### src/rtl/mhpm_counter_bank.sv
// Machine hardware performance counters (mhpmcounter3.., mhpmevent3.., mcountinhibit).
// Define MHPM_OVF_IRQ_EN to add per-counter overflow (OF) bits and the hpm_irq_out interrupt.
module mhpm_counter_bank #(
  parameter int          NUM_CNT      = 4,
  parameter int          NUM_EVENTS   = 24,
  parameter int          EV_SEL_SZ    = (NUM_EVENTS > 2) ? $clog2(NUM_EVENTS) : 1,
  parameter int          CNT_W        = 64,
  parameter int          SET_INHIBIT  = 0,
  parameter logic [31:0] INHIBIT_BITS = 32'h0000_0000
) (
  input  logic                  clk_in,
  input  logic                  reset_in,
  input  logic [NUM_EVENTS-1:0] events_in,
  input  logic                  csr_wr_en_in,
  input  logic [11:0]           csr_wr_addr_in,
  input  logic [31:0]           csr_wr_data_in,
  input  logic [11:0]           csr_rd_addr_in,
  output logic [31:0]           csr_rd_data_out,
  output logic                  csr_rd_hit_out,
  output logic [31:0]           mcountinhibit_out,
  output logic                  hpm_irq_out
);

  localparam int          SEL_PAD  = 1 << EV_SEL_SZ;
  localparam logic [31:0] NUM_EV_W = 32'(NUM_EVENTS);
  localparam logic [31:0] INH_MASK = 32'(((64'd1 << NUM_CNT) - 64'd1) << 3);
  localparam logic [11:0] INH_ADDR = 12'h320;

  logic [NUM_EVENTS-1:0]             ev_q_reg;
  logic [SEL_PAD-1:0]                ev_pad;
  logic [31:0]                       inhibit_q;
  logic [NUM_CNT-1:0][CNT_W-1:0]     cnt_q;
  logic [NUM_CNT-1:0][EV_SEL_SZ-1:0] sel_q;
  logic [NUM_CNT-1:0]                of_q;
  logic [31:0]                       hi_word;

  always_ff @(posedge clk_in or negedge reset_in) begin
    if (!reset_in) begin
      ev_q_reg <= '0;
    end else begin
      ev_q_reg <= events_in;
    end
  end

  // Zero-padded so any selector value can index safely; out-of-range values are also gated below.
  always_comb begin
    ev_pad                   = '0;
    ev_pad[NUM_EVENTS-1:0]   = ev_q_reg;
  end

  generate
    if (SET_INHIBIT != 0) begin : gen_inh_const
      assign inhibit_q = INHIBIT_BITS;
    end else begin : gen_inh_reg
      logic [31:0] inhibit_reg;
      always_ff @(posedge clk_in or negedge reset_in) begin
        if (!reset_in) begin
          inhibit_reg <= '0;
        end else if (csr_wr_en_in && (csr_wr_addr_in == INH_ADDR)) begin
          inhibit_reg <= csr_wr_data_in & INH_MASK;
        end
      end
      assign inhibit_q = inhibit_reg;
    end
  endgenerate

  assign mcountinhibit_out = inhibit_q & ~32'h7;

  genvar gi;
  generate
    for (gi = 0; gi < NUM_CNT; gi++) begin : gen_cnt
      localparam logic [11:0] LO_ADDR  = 12'(12'hB03 + gi);
      localparam logic [11:0] HI_ADDR  = 12'(12'hB83 + gi);
      localparam logic [11:0] SEL_ADDR = 12'(12'h323 + gi);

      logic [CNT_W-1:0]     cnt_reg, cnt_next;
      logic [EV_SEL_SZ-1:0] sel_reg, sel_next;
      logic                 lo_wr, hi_wr, sel_wr, inc;

      assign lo_wr  = csr_wr_en_in && (csr_wr_addr_in == LO_ADDR);
      assign hi_wr  = csr_wr_en_in && (csr_wr_addr_in == HI_ADDR);
      assign sel_wr = csr_wr_en_in && (csr_wr_addr_in == SEL_ADDR);
      assign inc    = ev_pad[sel_reg] && (sel_reg != '0) && (32'(sel_reg) < NUM_EV_W)
                      && !inhibit_q[3+gi];

      // A write to either half suppresses the increment of the whole counter that cycle.
      always_comb begin
        cnt_next = cnt_reg;
        if (lo_wr || hi_wr) begin
          if (lo_wr) cnt_next[31:0] = csr_wr_data_in;
          if (hi_wr) cnt_next[CNT_W-1:32] = csr_wr_data_in[CNT_W-33:0];
        end else if (inc) begin
          cnt_next = cnt_reg + CNT_W'(1);
        end
      end

      always_comb begin
        sel_next = sel_reg;
        if (sel_wr) begin
          sel_next = (csr_wr_data_in < NUM_EV_W) ? csr_wr_data_in[EV_SEL_SZ-1:0] : '0;
        end
      end

      always_ff @(posedge clk_in or negedge reset_in) begin
        if (!reset_in) begin
          cnt_reg <= '0;
          sel_reg <= '0;
        end else begin
          cnt_reg <= cnt_next;
          sel_reg <= sel_next;
        end
      end

      assign cnt_q[gi] = cnt_reg;
      assign sel_q[gi] = sel_reg;

`ifdef MHPM_OVF_IRQ_EN
      logic of_reg;
      always_ff @(posedge clk_in or negedge reset_in) begin
        if (!reset_in) begin
          of_reg <= 1'b0;
        end else if (sel_wr) begin
          of_reg <= csr_wr_data_in[31];
        end else if (inc && !(lo_wr || hi_wr) && (cnt_reg == '1)) begin
          of_reg <= 1'b1;
        end
      end
      assign of_q[gi] = of_reg;
`else
      assign of_q[gi] = 1'b0;
`endif
    end
  endgenerate

`ifdef MHPM_OVF_IRQ_EN
  logic irq_reg;
  always_ff @(posedge clk_in or negedge reset_in) begin
    if (!reset_in) begin
      irq_reg <= 1'b0;
    end else begin
      irq_reg <= |of_q;
    end
  end
  assign hpm_irq_out = irq_reg;
`else
  assign hpm_irq_out = 1'b0;
`endif

  // Reads see register state only, so a same-cycle write or increment is not yet visible.
  always_comb begin
    csr_rd_data_out = '0;
    csr_rd_hit_out  = 1'b0;
    hi_word         = '0;
    if (csr_rd_addr_in == INH_ADDR) begin
      csr_rd_hit_out  = 1'b1;
      csr_rd_data_out = mcountinhibit_out;
    end
    for (int k = 0; k < NUM_CNT; k++) begin
      hi_word                = '0;
      hi_word[CNT_W-33:0]    = cnt_q[k][CNT_W-1:32];
      if (csr_rd_addr_in == 12'(12'hB03 + k)) begin
        csr_rd_hit_out  = 1'b1;
        csr_rd_data_out = cnt_q[k][31:0];
      end
      if (csr_rd_addr_in == 12'(12'hB83 + k)) begin
        csr_rd_hit_out  = 1'b1;
        csr_rd_data_out = hi_word;
      end
      if (csr_rd_addr_in == 12'(12'h323 + k)) begin
        csr_rd_hit_out  = 1'b1;
        csr_rd_data_out = {of_q[k], {(31-EV_SEL_SZ){1'b0}}, sel_q[k]};
      end
    end
  end

endmodule

### config.mk
export PLATFORM = sky130hd
export DESIGN_NAME = mhpm_counter_bank
export DESIGN_NICKNAME = d
export VERILOG_FILES = /design/src/rtl/mhpm_counter_bank.sv
export SDC_FILE = /design/constraint.sdc
export NUM_CORES = 1
export LEC_CHECK = 0
export CELL_PAD_IN_SITES_DETAIL_PLACEMENT = 1
export CELL_PAD_IN_SITES_GLOBAL_PLACEMENT = 2
export CORE_MARGIN = 3
export CORE_UTILIZATION = 39
export DETAILED_ROUTE_END_ITERATION = 10
export PLACE_DENSITY_LB_ADDON = 0.1
export SLEW_MARGIN = 20
export SYNTH_ARGS = -nofsm -noshare
export SYNTH_HDL_FRONTEND = slang
export SYNTH_SLANG_ARGS = --single-unit
### constraint.sdc
create_clock -name clk_in -period 9.5 [get_ports clk_in]
set_input_delay 2.85 -clock clk_in [delete_from_list [all_inputs] [get_ports clk_in]]
set_output_delay 2.85 -clock clk_in [all_outputs]
set_load 0.03 [all_outputs]
* Word level (Yosys, flattened, before mapping)
Cells that the tools add are included.
** Word-level totals
- Output and inout port bits :: 66
- Input port bits :: 83
- Word-level logic and storage cells :: 161
- Bits in registers :: 304
** Operators by class
- Equal/unequal tests :: 34
- $lt $le $gt $ge :: 9
- Reductions and logical operators :: 49
- Add/subtract/negate cells :: 4
- Mux-type cells :: 51
** Operator list (number)
- 2-to-1 mux 32 bit :: 20
- 2-to-1 mux 64 bit :: 8
- adder 64 x 1 -> 64 bit, second input constant :: 4
- equality test 12 bit, second input constant :: 16
- equality test 12 x 10 -> 1 bit, second input constant :: 10
- less-than comparator 32 x 5 -> 1 bit, second input constant :: 1
- logical AND 1 bit :: 25
- less-than comparator 5 x 6 -> 1 bit, second input constant :: 4
- binary-select mux 1 bit (select 5 bit) :: 4
- less-than comparator 5 bit, second input constant :: 4
- nonzero test 5 bit :: 4
- 2-to-1 mux 1 bit :: 17
- inequality test 2 bit, second input constant :: 8
- AND reduction 2 bit :: 8
- nonzero test 2 bit :: 4
- 2-to-1 mux 7 bit :: 1
- 2-to-1 mux 5 bit :: 1
- zero test 1 bit :: 4
- logical OR 1 bit :: 4

* Depth between registers and ports, before layout
- Depth after elaboration :: 14
- Depth in mapped cells :: 11
- Depth with buffers taken out :: 8

* Worst setup path after synthesis
OpenSTA, ideal clock, no wires.
- Path type :: input -> output
- Start point :: input port csr_rd_addr_in[7]
- End point :: output port csr_rd_data_out[23]
- Data required time :: 6650 ps
- Data arrival time :: 5301 ps
- Stages :: 9
- Buffers on the path :: 4
- Setup slack :: 1349 ps
- Cell sequence :: clkbuf_1 nor4bb_1 clkbuf_1 and3_1 clkbuf_1 clkbuf_1 a222oi_1 a21boi_0 a221oi_1
** Between the ends
- Word-level cells in the longest chain between the ends :: 13
- Elaborated cells between the ends (all ways) :: 24
- Classes of those cells :: eq/ne (12); mux (12)
** RTL lines
- from (decl) :: RTL line 17 : input logic [11:0] csr_rd_addr_in,
- equality test 12 bit :: RTL line 161 : if (csr_rd_addr_in == 12'(12'hB03 + k)) begin
- 2-to-1 mux 32 bit :: RTL line 161
- 2-to-1 mux 32 bit :: RTL line 165 : if (csr_rd_addr_in == 12'(12'hB83 + k)) begin
- 2-to-1 mux 32 bit :: RTL line 169 : if (csr_rd_addr_in == 12'(12'h323 + k)) begin
- 2-to-1 mux 32 bit :: RTL line 161
- 2-to-1 mux 32 bit :: RTL line 165
- 2-to-1 mux 32 bit :: RTL line 169
- 2-to-1 mux 32 bit :: RTL line 161
- 2-to-1 mux 32 bit :: RTL line 165
- 2-to-1 mux 32 bit :: RTL line 169
- 2-to-1 mux 32 bit :: RTL line 161
- 2-to-1 mux 32 bit :: RTL line 165
- 2-to-1 mux 32 bit * :: RTL line 169
- to (decl) :: RTL line 18 : output logic [31:0] csr_rd_data_out,
Mark *: on every way between the ends. The rest lies on a longest branch, timed or not.

* Final worst setup path
- Start point :: input port csr_rd_addr_in[4]
- End point :: output port csr_rd_data_out[17]
The elaborated chain is that of the path after synthesis.

==> flow_metrics.tcl <==
set metrics [dict create \
    wl_met2_um 45600 \
    largest_register_ffs 256 \
    clock_latency_ns 0.58 \
    tritoncts "yes" \
    die_w_um 238 \
    htreeDepth 2 \
    finalClockSkew_ns 0.0307 \
    ys_ff_latch 303 \
    cts_sinks 303 \
    maxSlewHeadroom_pct 21.7 \
    synthDistinctLibCells 91 \
    drt_pre_antenna_iters 5 \
    fin_crit_ns 8.98 \
    holdWs_ns 0.550 \
    tns_ns 0 \
    syn_area_um2 20900 \
    coreArea_um2 52900 \
    core.rowCount 84 \
    clk_pin_slew_ns 0.05 \
    async_flop_share_pct 100 \
    drt_iter0_drc 2131 \
    worstPathRequired_ns 6.65 \
    setup_viol 0 \
    die_area_um2 56500 \
    top_layer_used "met4" \
    rr_startpoint "gen_cnt[2].sel_reg[0]$_DFFE_PN0P_" \
    overflow 0 \
    grt_setup_unrepaired "no" \
    cts-root-buf "clkbuf_16" \
    fin_cells 3349 \
    nets 2718 \
    vias 22600 \
    worstHoldStart "gen_cnt[3].cnt_reg[0]$_DFFE_PN0P_" \
    floorplan.initialDensity_pct 39.6 \
    place_ws_ns 0.541 \
    ant_nets 0 \
    critPathKind "in -> out" \
    power_density_nw_per_um2 129 \
    max_stage_delay_ns 0.73 \
    fmax_mhz 111 \
    cts_resized 0 \
    gp_congestion 0.981 \
    hold_buffers 0 \
    crit_chain "clkdlybuf4s50_1, nor4b_4, and3_1, buf_4, a222oi_1, a21boi_0, a221oi_1, buf_12" \
    finalCritPeriodShare_pct 94.6 \
    seq_area_frac_synth_pct 36.2 \
    syn_inst 2607 \
    cts.path.max_buffers 3 \
    max-vdd-ir-drop_v 0.000154 \
    wl_met3_um 6160 \
    area_delta_synth_final_pct 16.3 \
    dpl.cell_count 3275 \
    crit_arrival_ns 6.13 \
    crit_path_end_kind "output pin" \
    finish.utilization_pct 46.1 \
    min_path_type "reg -> reg" \
    cts_setup_buffers 0 \
    start_kind "primary input" \
    layout-drive-gt1-share_pct 10.1 \
    post-dp-hpwl_um 69100 \
    routed_wirelength_um 95700 \
    antenna_found_initial 2 \
    grt_max_degree 126 \
    io_buffer_count 118 \
    grt_pass1_wl_um 144000 \
    syn_area_per_cell_um2 8.03 \
    critPathSlowestCell "a221oi_1" \
    fillerInstances 6280 \
    track_usage_pct 33.1 \
    yosysWarnings 0 \
    wl_met1_um 40300 \
    post_drt_via_cell_ratio 6.74 \
    grt_pass1_vias 22700 \
    slew_viol_final 0 \
    total_leakage_power_nw 9.55 \
    cp_max_fo 17 \
    drc 0 \
    synthFlopType "dfrtp_1" \
    io_pins 149 \
    synth_edf_count 0 \
    wire_per_inst_um 28.6 \
    hold_violations 0 \
    tightest_slew_ns 1.17 \
    startpoint "csr_rd_addr_in[4]" \
    status "finished clean" \
    numCtsBuffers 41 \
    drv_cap 0 \
    die_h_um 238 \
    layout_setup_ws_ns 0.517 \
]
## kinds of logic after synthesis
group / after synthesis / share of synthesized area (%)
AO/OA/AOI/OAI: 961 / 28.7
XOR/XNOR: 3 / 0.125
multiplexers: 91 / 5.30
adder cells (fa/ha/maj): 4 / 0.239
buffers and inverters: 271 / 5.60
AND/OR/NAND/NOR: 973 / 23.8
other: 1 / 0.0179
flip-flops: 303 / 36.2
## through the flow
stage	area (µm²)	power, W
floorplan	21100	0.00149
global placement	23000	0.00162
detailed placement	23000	0.00162
CTS	24300	0.00317
global route	24300	0.00325
finish	24400	0.00315
## cell type report
| cell class | instances | area (µm²) | share of cell area [%] |
|---|---|---|---|
| Multi-Input combinational cell | 2061 | 12400 | 50.9 |
| Sequential cell | 303 | 7580 | 31.1 |
| Timing Repair Buffer | 191 | 2090 | 8.59 |
| Clock buffer | 64 | 1260 | 5.19 |
| Tap cell | 688 | 861 | 3.53 |
| Inverter | 33 | 124 | 0.509 |
| Clock inverter | 6 | 33.8 | 0.139 |
| Antenna cell | 3 | 7.51 | 0.0308 |
## worst max-delay path, delay by kind of cell
kind            cells  cell delay (ns)
buf+inv             3             1.00
simple gates        2             1.21
compound gates      3             1.05
## final timing paths
check / end / slack, ns / cells after the start
hold / removal: gen_cnt[3].cnt_reg[0]$_DFFE_PN0P_ / 0.55 / 1
hold reg to reg: gen_cnt[3].cnt_reg[0]$_DFFE_PN0P_ / 0.55 / 1
min in group asynchronous: gen_cnt[3].cnt_reg[6]$_DFFE_PN0P_ / 2.17 / 1
setup reg to reg: gen_cnt[2].cnt_reg[39]$_DFFE_PN0P_ / 6.03 / 7
setup / recovery: csr_rd_data_out[17] / 0.52 / 8
max in group asynchronous: gen_cnt[1].cnt_reg[56]$_DFFE_PN0P_ / 5.70 / 3
## layout by cell type, fill, tap and decap left out, drive strengths merged, types with 60 or more instances in the layout
cell | Yosys | final
nand3 | 179 | 179
clkbuf | 154 | 64
clkdlybuf4s50 | 0 | 83
nor2 | 152 | 152
a21oi | 326 | 326
a221oi | 60 | 60
o22ai | 79 | 79
nand2 | 298 | 298
buf | 84 | 108
nand4 | 66 | 66
dfrtp | 303 | 303
o21ai | 214 | 214
## layer usage
metal / up-vias / GRT usage [%]
li1: 9942 / -
met1: 11700 / 44.6
met2: 801 / 54.6
met3: 183 / 4.58
met4: 0 / 12.0
met5: - / 0
## cell usage after synthesis (6+ instances only)
master | count | share of area (%)
a21oi_1 | 325 | 7.8
dfrtp_1 | 303 | 36
nand2_1 | 297 | 5.3
o21ai_0 | 214 | 5.1
nand3_1 | 179 | 4.3
clkbuf_1 | 152 | 2.7
nor2_1 | 151 | 2.7
o22ai_1 | 79 | 2.4
nand4_1 | 64 | 1.9
a221oi_1 | 60 | 2.5
and3_1 | 49 | 1.5
mux2i_1 | 48 | 2.3
nor3_1 | 38 | 0.91
nor4_1 | 34 | 1.0
a31oi_1 | 33 | 0.99
buf_2 | 33 | 0.79
inv_1 | 33 | 0.59
o211ai_1 | 31 | 1.1
buf_4 | 30 | 1.1
mux2_2 | 30 | 1.6
a222oi_1 | 28 | 1.3
and2_1 | 28 | 0.84
a21boi_0 | 27 | 0.97
buf_1 | 21 | 0.38
a22oi_1 | 18 | 0.65
or3_1 | 16 | 0.48
o22a_1 | 15 | 0.63
and4_1 | 14 | 0.59
a21o_1 | 13 | 0.47
mux4_2 | 13 | 1.4
nand2b_1 | 13 | 0.39
nor2b_1 | 12 | 0.36
o31ai_1 | 12 | 0.43
or2_2 | 11 | 0.33
o21a_1 | 10 | 0.36
a22o_1 | 9 | 0.38
a31o_2 | 9 | 0.38
or4_1 | 9 | 0.32
nor3b_1 | 7 | 0.25
o32ai_1 | 7 | 0.29
nor4b_1 | 6 | 0.25
o21bai_1 | 6 | 0.22
o41ai_1 | 6 | 0.25
## power breakdown
| group | switching (W) | internal (W) |
|---|---|---|
| combinational | 0.000168 | 0.0000818 |
| sequential | 0.0000419 | 0.00132 |
| clock | 0.000637 | 0.000908 |
| total | 0.000847 | 0.00231 |
Power figures use the tool's default switching activity.
